==> src/rtl/lifo_arb_ctrl_if.sv <==
// lifo_arb_ctrl_if
//   Requester-side handshake bundle for lifo_arb_ctrl.
//   req    : one request bit per requester, held until done/err
//   op     : per requester, 1 = push, 0 = pop
//   wdata0 : push data from requester 0
//   wdata1 : push data from requester 1
//   gnt    : one-hot, one-cycle grant pulse
//   done   : one-cycle completion pulse to the granted requester
//   err    : one-cycle rejection pulse (push when full / pop when empty)
//   rdata  : pop data, valid with done and held afterwards
//   master : requester side, slave : controller side
interface lifo_arb_ctrl_if #(
  parameter int DW = 8
);
  logic [1:0]    req;
  logic [1:0]    op;
  logic [DW-1:0] wdata0;
  logic [DW-1:0] wdata1;
  logic [1:0]    gnt;
  logic [1:0]    done;
  logic [1:0]    err;
  logic [DW-1:0] rdata;

  modport master (
    output req, op, wdata0, wdata1,
    input  gnt, done, err, rdata
  );

  modport slave (
    input  req, op, wdata0, wdata1,
    output gnt, done, err, rdata
  );
endinterface

==> src/rtl/lifo_arb_ctrl.sv <==
// lifo_arb_ctrl
//   Round-robin arbiter for two requesters sharing one LIFO. Owns the stack
//   pointer and drives a single-port stack RAM with one-cycle read latency.
//   One push/pop is in flight at a time; each retires with done or err.
// Ports
//   clk        : clock, all logic on posedge
//   rst_n      : synchronous active-low reset
//   bus        : requester handshake (slave side of lifo_arb_ctrl_if)
//   mem_we     : RAM write enable (push execute cycle only)
//   mem_addr   : RAM address
//   mem_wdata  : RAM write data
//   mem_rdata  : RAM read data, valid one cycle after mem_addr
//   pointer    : number of stored entries, 0..DEPTH
//   lifo_empty : pointer == 0
//   lifo_full  : pointer == DEPTH
module lifo_arb_ctrl #(
  parameter int DEPTH = 16,
  parameter int AW    = 10,
  parameter int DW    = 8
) (
  input  logic          clk,
  input  logic          rst_n,
  lifo_arb_ctrl_if.slave bus,
  output logic          mem_we,
  output logic [AW-1:0] mem_addr,
  output logic [DW-1:0] mem_wdata,
  input  logic [DW-1:0] mem_rdata,
  output logic [AW-1:0] pointer,
  output logic          lifo_empty,
  output logic          lifo_full
);

  typedef enum logic [1:0] {IDLE, EXEC, RDWAIT} state_t;

  localparam logic [AW-1:0] FULL_PTR = AW'(DEPTH);
  localparam logic [AW-1:0] ONE      = AW'(1);

  state_t        state;
  state_t        next_state;
  logic          op_r;
  logic          id_r;
  logic [DW-1:0] data_r;
  logic          last_gnt;
  logic [1:0]    grant;
  logic [1:0]    complete;
  logic [1:0]    reject;
  logic [DW-1:0] rd_data;
  logic [1:0]    eligible;
  logic          win;
  logic          op_ok;

  assign lifo_empty = (pointer == '0);
  assign lifo_full  = (pointer == FULL_PTR);

  assign bus.gnt   = grant;
  assign bus.done  = complete;
  assign bus.err   = reject;
  assign bus.rdata = rd_data;

  // A requester still sees its own done/err this cycle and only drops req
  // in the next one, so its request is masked while that pulse is high.
  assign eligible = bus.req & ~(complete | reject);

  // Sole requester wins; on contention the one not granted last time wins.
  always_comb begin
    win = 1'b0;
    if (eligible == 2'b10)      win = 1'b1;
    else if (eligible == 2'b11) win = ~last_gnt;
  end

  // Latched op can execute without rejection (registered pointer, no bypass).
  assign op_ok = op_r ? !lifo_full : !lifo_empty;

  // FSM state register
  always_ff @(posedge clk) begin
    if (!rst_n) state <= IDLE;
    else        state <= next_state;
  end

  // FSM next-state logic
  always_comb begin
    next_state = state;
    case (state)
      IDLE:    if (|eligible) next_state = EXEC;
      EXEC:    next_state = (!op_r && op_ok) ? RDWAIT : IDLE;
      RDWAIT:  next_state = IDLE;
      default: next_state = IDLE;
    endcase
  end

  // FSM outputs: RAM port is driven only in the execute cycle, so the RAM
  // read data lands in RDWAIT, one cycle after the pop address.
  always_comb begin
    mem_we    = 1'b0;
    mem_addr  = '0;
    mem_wdata = '0;
    if (state == EXEC && op_ok) begin
      if (op_r) begin
        mem_we    = 1'b1;
        mem_addr  = pointer;
        mem_wdata = data_r;
      end else begin
        mem_addr  = pointer - ONE;
      end
    end
  end

  // Control: pointer, latched op/id, round-robin history and pulses.
  always_ff @(posedge clk) begin
    if (!rst_n) begin
      pointer  <= '0;
      op_r     <= 1'b0;
      id_r     <= 1'b0;
      last_gnt <= 1'b1;
      grant    <= '0;
      complete <= '0;
      reject   <= '0;
      rd_data  <= '0;
    end else begin
      grant    <= '0;
      complete <= '0;
      reject   <= '0;
      case (state)
        IDLE: begin
          if (|eligible) begin
            grant    <= win ? 2'b10 : 2'b01;
            op_r     <= bus.op[win];
            id_r     <= win;
            last_gnt <= win;
          end
        end
        EXEC: begin
          if (!op_ok) begin
            reject[id_r] <= 1'b1;
          end else if (op_r) begin
            pointer        <= pointer + ONE;
            complete[id_r] <= 1'b1;
          end else begin
            pointer <= pointer - ONE;
          end
        end
        RDWAIT: begin
          rd_data        <= mem_rdata;
          complete[id_r] <= 1'b1;
        end
        default: ;
      endcase
    end
  end

  // Push data latch; only consumed after a grant, so it needs no reset.
  always_ff @(posedge clk) begin
    if (state == IDLE && |eligible) data_r <= win ? bus.wdata1 : bus.wdata0;
  end

endmodule

==> src/flat_wrapper.sv <==
// flat-port wrapper written by rule: the top's interface ports become plain ports
module lifo_arb_ctrl_flat 
#(
  parameter int DEPTH = 16,
  parameter int AW    = 10,
  parameter int DW    = 8
)
  (clk, rst_n, mem_we, mem_addr, mem_wdata, mem_rdata, pointer, lifo_empty, lifo_full, bus_req, bus_op, bus_wdata0, bus_wdata1, bus_gnt, bus_done, bus_err, bus_rdata);
  lifo_arb_ctrl_if #(.DW(DW)) bus_i ();
  input  logic clk;
  input  logic rst_n;
  output logic mem_we;
  output logic [AW-1:0] mem_addr;
  output logic [DW-1:0] mem_wdata;
  input  logic [DW-1:0] mem_rdata;
  output logic [AW-1:0] pointer;
  output logic lifo_empty;
  output logic lifo_full;
  input wire logic [$bits(bus_i.req)-1:0] bus_req;
  input wire logic [$bits(bus_i.op)-1:0] bus_op;
  input wire logic [$bits(bus_i.wdata0)-1:0] bus_wdata0;
  input wire logic [$bits(bus_i.wdata1)-1:0] bus_wdata1;
  output wire logic [$bits(bus_i.gnt)-1:0] bus_gnt;
  output wire logic [$bits(bus_i.done)-1:0] bus_done;
  output wire logic [$bits(bus_i.err)-1:0] bus_err;
  output wire logic [$bits(bus_i.rdata)-1:0] bus_rdata;
  assign bus_i.req = bus_req;
  assign bus_i.op = bus_op;
  assign bus_i.wdata0 = bus_wdata0;
  assign bus_i.wdata1 = bus_wdata1;
  assign bus_gnt = bus_i.gnt;
  assign bus_done = bus_i.done;
  assign bus_err = bus_i.err;
  assign bus_rdata = bus_i.rdata;
  lifo_arb_ctrl #(.DEPTH(DEPTH), .AW(AW), .DW(DW)) u_core (.clk(clk), .rst_n(rst_n), .bus(bus_i), .mem_we(mem_we), .mem_addr(mem_addr), .mem_wdata(mem_wdata), .mem_rdata(mem_rdata), .pointer(pointer), .lifo_empty(lifo_empty), .lifo_full(lifo_full));
endmodule
==> config.mk <==
export PLATFORM = sky130hd
export DESIGN_NAME = lifo_arb_ctrl_flat
export DESIGN_NICKNAME = d
export VERILOG_FILES = /design/src/rtl/lifo_arb_ctrl_if.sv /design/src/rtl/lifo_arb_ctrl.sv /design/src/flat_wrapper.sv
export SDC_FILE = /design/constraint.sdc
export NUM_CORES = 1
export LEC_CHECK = 0
export BUFFER_PORTS_ARGS = -buffer_cell sky130_fd_sc_hd__buf_2
export CORE_AREA = 8 8 60 100
export CTS_CLUSTER_DIAMETER = 120
export DETAILED_ROUTE_END_ITERATION = 8
export DIE_AREA = 0 0 68 108
export PLACE_DENSITY = 0.77
export SETUP_SLACK_MARGIN = 0.02
export SLEW_MARGIN = 20
export SYNTH_ARGS = -nofsm -noshare
export SYNTH_HDL_FRONTEND = slang
export SYNTH_SLANG_ARGS = --single-unit
==> constraint.sdc <==
create_clock -name clk -period 2.2 [get_ports clk]
set_input_delay 0 -clock clk [delete_from_list [all_inputs] [get_ports clk]]
set_output_delay 0 -clock clk [all_outputs]
set_load 0.005 [all_outputs]
; Yosys cells after proc, flatten, opt, wreduce, memory -nomap -nowiden
; Cells that the tools add are included.
[word_totals]
register_bits = 37
latchBits = 0
ram_bits = 0
rom_bits = 0
wordCells = 63
n_memories = 0
[op_classes]
add_sub_neg = 2
multipliers = 0
div = 0
n_lt_le_gt_ge = 3
n_eq_ne = 6
shift = 0
n_mux = 22
bitwise = 6
n_reduce_logical = 14
[op_table]
columns = operator, n
row1 = two-way mux 10 bit, 3
row2 = two-way mux 8 bit, 3
row3 = adder 10 x 1 -> 10 bit (second input constant), 1
row4 = equality test 10 x 5 -> 1 bit (second input constant), 1
row5 = zero test 10 bit, 1
row6 = two-way mux 2 bit, 5
row7 = subtractor 10 x 1 -> 10 bit (second input constant), 1
row8 = two-way mux 1 bit, 8
row9 = one-hot mux 2 bit (2 select lines), 2
row10 = equality test 2 bit (second input constant), 3
row11 = logical AND 1 bit, 4
row12 = less-than comparator 1 x 2 -> 1 bit (second input constant), 2
row13 = AND reduction 2 bit, 2
row14 = zero test 1 bit, 3
row15 = inverter 1 bit, 3
row16 = AND reduction 3 bit, 1
row17 = OR reduction 3 bit, 1
row18 = AND 2 bit, 1
row19 = equality test 2 x 1 -> 1 bit (second input constant), 1
row20 = zero test 2 bit, 1
row21 = != test 2 x 1 -> 1 bit (second input constant), 1
row22 = inverter 2 bit, 1
row23 = bitwise OR 2 bit, 1
row24 = OR reduction 2 bit, 1
row25 = other kinds (2), 2

; Longest topological paths before layout
[depth]
word_depth = 8
ltp_mapped = 8
depth_no_buf = 6

; Worst setup path after synthesis
; Ideal clock, no wire load.
[synth_timing]
kind = flip-flop to flip-flop
from = register u_core.pointer[1]
to = register u_core.pointer[0]
t_arrival_ps = 1705
t_required_ps = 2078
setup_slack_ps = 374
path_stages_with_launch = 8
synth_period_minus_slack_ps = 1826
cell_sequence = dfxtp_1 > clkbuf_1 > inv_1 > ha_1 > nor4b_4 > a31o_2 > buf_4 > o311a_1
[synth_via]
elab_chain_cells = 4
elab_cells_between_ends = 6
[synth_lines]
columns = element, line
row1 = "start, declared", lifo_arb_ctrl.sv:28  ; output logic [AW-1:0] pointer,
row2 = "start signal, assigned", lifo_arb_ctrl.sv:136  ; pointer <= pointer + ONE;
row3 = "start signal, assigned", lifo_arb_ctrl.sv:139  ; pointer <= pointer - ONE;
row4 = equality test 10 x 5 -> 1 bit / zero test 10 bit (equally long branches), "lifo_arb_ctrl.sv:53, lifo_arb_ctrl.sv:52"
row5 = zero test 1 bit, lifo_arb_ctrl.sv:72  ; assign op_ok = op_r ? !lifo_full : !lifo_empty;
row6 = two-way mux 1 bit *, lifo_arb_ctrl.sv:72
row7 = AND reduction 2 bit (no source line) *, --
; Mark *: on every way between the ends. The rest lies on a longest branch, timed or not.
; A chain may end at the register's enable or synchronous reset.

; Final worst setup path
[layout_timing]
from = register u_core.pointer[2]
to = output mem_addr[9]
[layout_via]
elab_chain_cells = 5
elab_cells_between_ends = 9
[layout_lines]
columns = element, line
row1 = branches (longest 4 deep; another with subtractor 10 x 1 -> 10 bit), --
row2 = two-way mux 10 bit *, lifo_arb_ctrl.sv:97  ; if (state == EXEC && op_ok) begin
row3 = "end, declared", flat_wrapper.sv:13  ; output logic [AW-1:0] mem_addr;
; Every way passes the cells marked *.

==> impl_metrics.yaml <==
cells_and_area:
  finalNetCount: 360
  final_cell_mix: "buf_2, dfxtp_1, nor2_1"
  final_cells: 376
  area_delta_synth_final_pct: 26.8
  drive_gt1_frac: 0.352
  layout_commonest_cell: "buf_2"
  antennaDiodeCount: 0
  fillCellCount: 439
place:
  dp_hpwl_um: 4520
  place_ws_ns: 0.144
  post-place-cells: 359
  port_buffers: 74
  globalplace.congestion: 0.847
die:
  die_area_mm2: 0.00734
  die-height_um: 108
  die_width_um: 68
  rows: 33
  core_mm2: 0.00462
  start_util: 0.483
  pin_count: 75
power:
  p_leak_nw: 1.28
  power_density_mw_per_mm2: 1570
  peakVddDrop_mv: 1.03
detailed_routing:
  drt-initial-drc-count: 123
  finalWirelength_um: 6060
  dr_total_vias: 2079
  wire_per_inst_um: 16.1
  dr.pass1.iters: 4
  vias_per_cell: 5.53
  ant_nets: 0
  drc_errors: 0
min_path:
  hold-path-cell-count: 2
  hp-class: "primary input to flop"
  worstHoldStart: "bus_wdata0[4]"
  min_to: "u_core.data_r[4]"
worst_setup_path:
  end_kind: "output pin"
  r2r-start: "u_core.pointer[0]"
  worstPathMaxFanout: 11
  worstReg2RegEnd: "u_core.bus.done[0]"
  crit_arrival_ns: 2.01
  start_kind: "flop"
  rrSetupSlack_ns: 0.31
  crit_type: "flop to output pin"
  required_ns: 2.20
  worst_r2r_path_depth: 7
synth:
  syn_inst: 241
  ys_seq_area_frac: 0.367
  avgSynthCellArea_um2: 9.28
  yosysWarnings: 0
  synth_edf_count: 8
  async_reset_ff_frac: 0
  syn-cell-area_mm2: 0.00224
  synth_nets: 278
  synth_cell_types: 52
  synth-seq-cells: 37
  synthFlopType: "dfxtp_1"
clock_tree:
  clkLatencyLatePin_ns: 0.28
  root_buffer: "clkbuf_8"
  tritoncts: "built"
  clk_pin_slew_ns: 0.08
  numClockSinks: 37
  htree_levels: 2
  cts_buffer_depth: 2
  cts_buffers: 5
job:
  maxCapViolCount: 0
sta:
  fmax_ghz: 0.497
  fin_crit_ns: 2.01
  fin_setup_tns_ns: 0
  fin_ws_ns: 0.190
  timing.final.crit_share: 0.914
  tightestPinTransition_ns: 0.530
  fin_skew_ns: 0.00837
  hold_viol_final: 0
  rsz0062_at_grt: "no"
  slew_headroom: 0.647
  setup_viol: 0
  drv_slew: 0
global_route:
  grt_pass1_vias: 2123
  grt_pass1_wl_um: 9690
  antenna_found_initial: 0
  grt_max_degree: 32
  grt.total_usage: 0.171
  grt-ovfl-total: 0
outcome:
  status: "complete, no violations"
-- cells in the mapped netlist (all sizes together), types with 2 or more instances --
master  count  area (µm²)
or3         3        18.8
a211oi      2        15.0
nand3       3        15.0
ha          7        87.6
nor4b       2        32.5
and2       12        75.1
o21ai       5        25.0
buf        11        70.1
o221a       2        22.5
nor3b       2        15.0
nand4       7        43.8
dfxtp      29         581
nor3        5        36.3
clkbuf      8        31.3
nor2       20        75.1
or3b        2        17.5
o211ai      2        15.0
nand2b      3        18.8
a21boi      3        22.5
and4        3        26.3
xor2        2        17.5
and3        6        37.5
xnor2       6        52.6
nor4        4        46.3
nand2      17        63.8
edfxtp      8         240
nor2b      10        62.6
o311a       2        20.0
mux2i      14         140
mux2        8        90.1
a31oi       5        46.3
inv         9        33.8
a21oi       9        45.0
-- area by class of cell --
| class | count | area, µm² | area share |
|---|---|---|---|
| sequential | 37 | 822 | 0.290 |
| inverter | 9 | 33.8 | 0.0119 |
| multi-input combinational | 176 | 1290 | 0.455 |
| clock inverter | 2 | 10.0 | 0.00353 |
| timing repair buffer | 94 | 541 | 0.191 |
| clock buffer | 6 | 72.6 | 0.0256 |
| tap | 52 | 65.1 | 0.0229 |
-- sequential cells by signal (all words and copies together), names as in the netlist --
signal,flops
u_core.state,2
u_core.bus.err,2
u_core.last_gnt,1
u_core.op_r,1
u_core.pointer,10
u_core.id_r,1
u_core.bus.gnt,2
u_core.data_r,8
u_core.bus.done,2
u_core.bus.rdata,8
-- worst max-delay path by stage --
stage / from / to
final: u_core.pointer[2] / mem_addr[9]
after global routing: u_core.pointer[0] / mem_wdata[7]
after CTS: u_core.pointer[0] / mem_addr[9]
after detailed placement: u_core.pointer[0] / u_core.pointer[3]
after global placement: u_core.pointer[0] / u_core.pointer[3]
after floorplan: u_core.pointer[1] / u_core.pointer[0]
-- critical path, stage by stage (launching register included) --
cell,delay [ns]
dfxtp_1,0.39
buf_4,0.21
nor3_1,0.46
nand3_1,0.22
xor2_1,0.19
nor2_1,0.12
buf_2,0.13
-- cells by family (layout without fill, tap and decap cells) --
logic type               count (synthesis)  count (layout)  synth area share
adder cells (fa/ha/maj)                  7               7            0.0392
flip-flops                              37              37             0.367
multiplexers                            22              22             0.103
XOR/XNOR                                 8               8            0.0313
buffers and inverters                   28             111            0.0604
AND/OR/NAND/NOR                        101             101             0.270
AO/OA/AOI/OAI                           38              38             0.129
-- per-layer routing --
| layer | global-route usage | wire length (µm) | share of wire |
|---|---|---|---|
| met5 | 0 | 0 | 0 |
| met4 | 0.100 | 260 | 0.043 |
| met3 | 0.0435 | 486 | 0.080 |
| met2 | 0.313 | 3230 | 0.53 |
| met1 | 0.160 | 2080 | 0.34 |
-- metrics by stage --
stage                     utilization  power (mW)  hold slack (ns)  area [µm²]
after global placement          0.574        3.88            0.257        2650
after detailed placement        0.574        3.94            0.270        2650
final                           0.613        4.45           0.0149        2840
after floorplan                     -        3.11            0.155        2240
after global routing            0.613        4.81          0.00621        2840
after CTS                       0.610        4.44          0.00805        2820
-- report_power, final --
part           internal (mW)  leakage, nW  switching, mW  total, mW
clock network          0.220       0.0450          0.245      0.464
logic                   1.33        0.923           1.53       2.86
registers              0.915        0.315          0.207       1.12
total                   2.47         1.28           1.98       4.45
-- repair_timing --
| item | CTS | global route |
|---|---|---|
| buffers inserted | 1 | 0 |
| resized for setup | 0 | 3 |
| hold endpoints to repair | 8 | 0 |
| pin swaps | 1 | 0 |
| hold buffers | 8 | 0 |
| setup endpoints to repair | 7 | 19 |
Note: power is estimated with default switching activity, not from simulation.
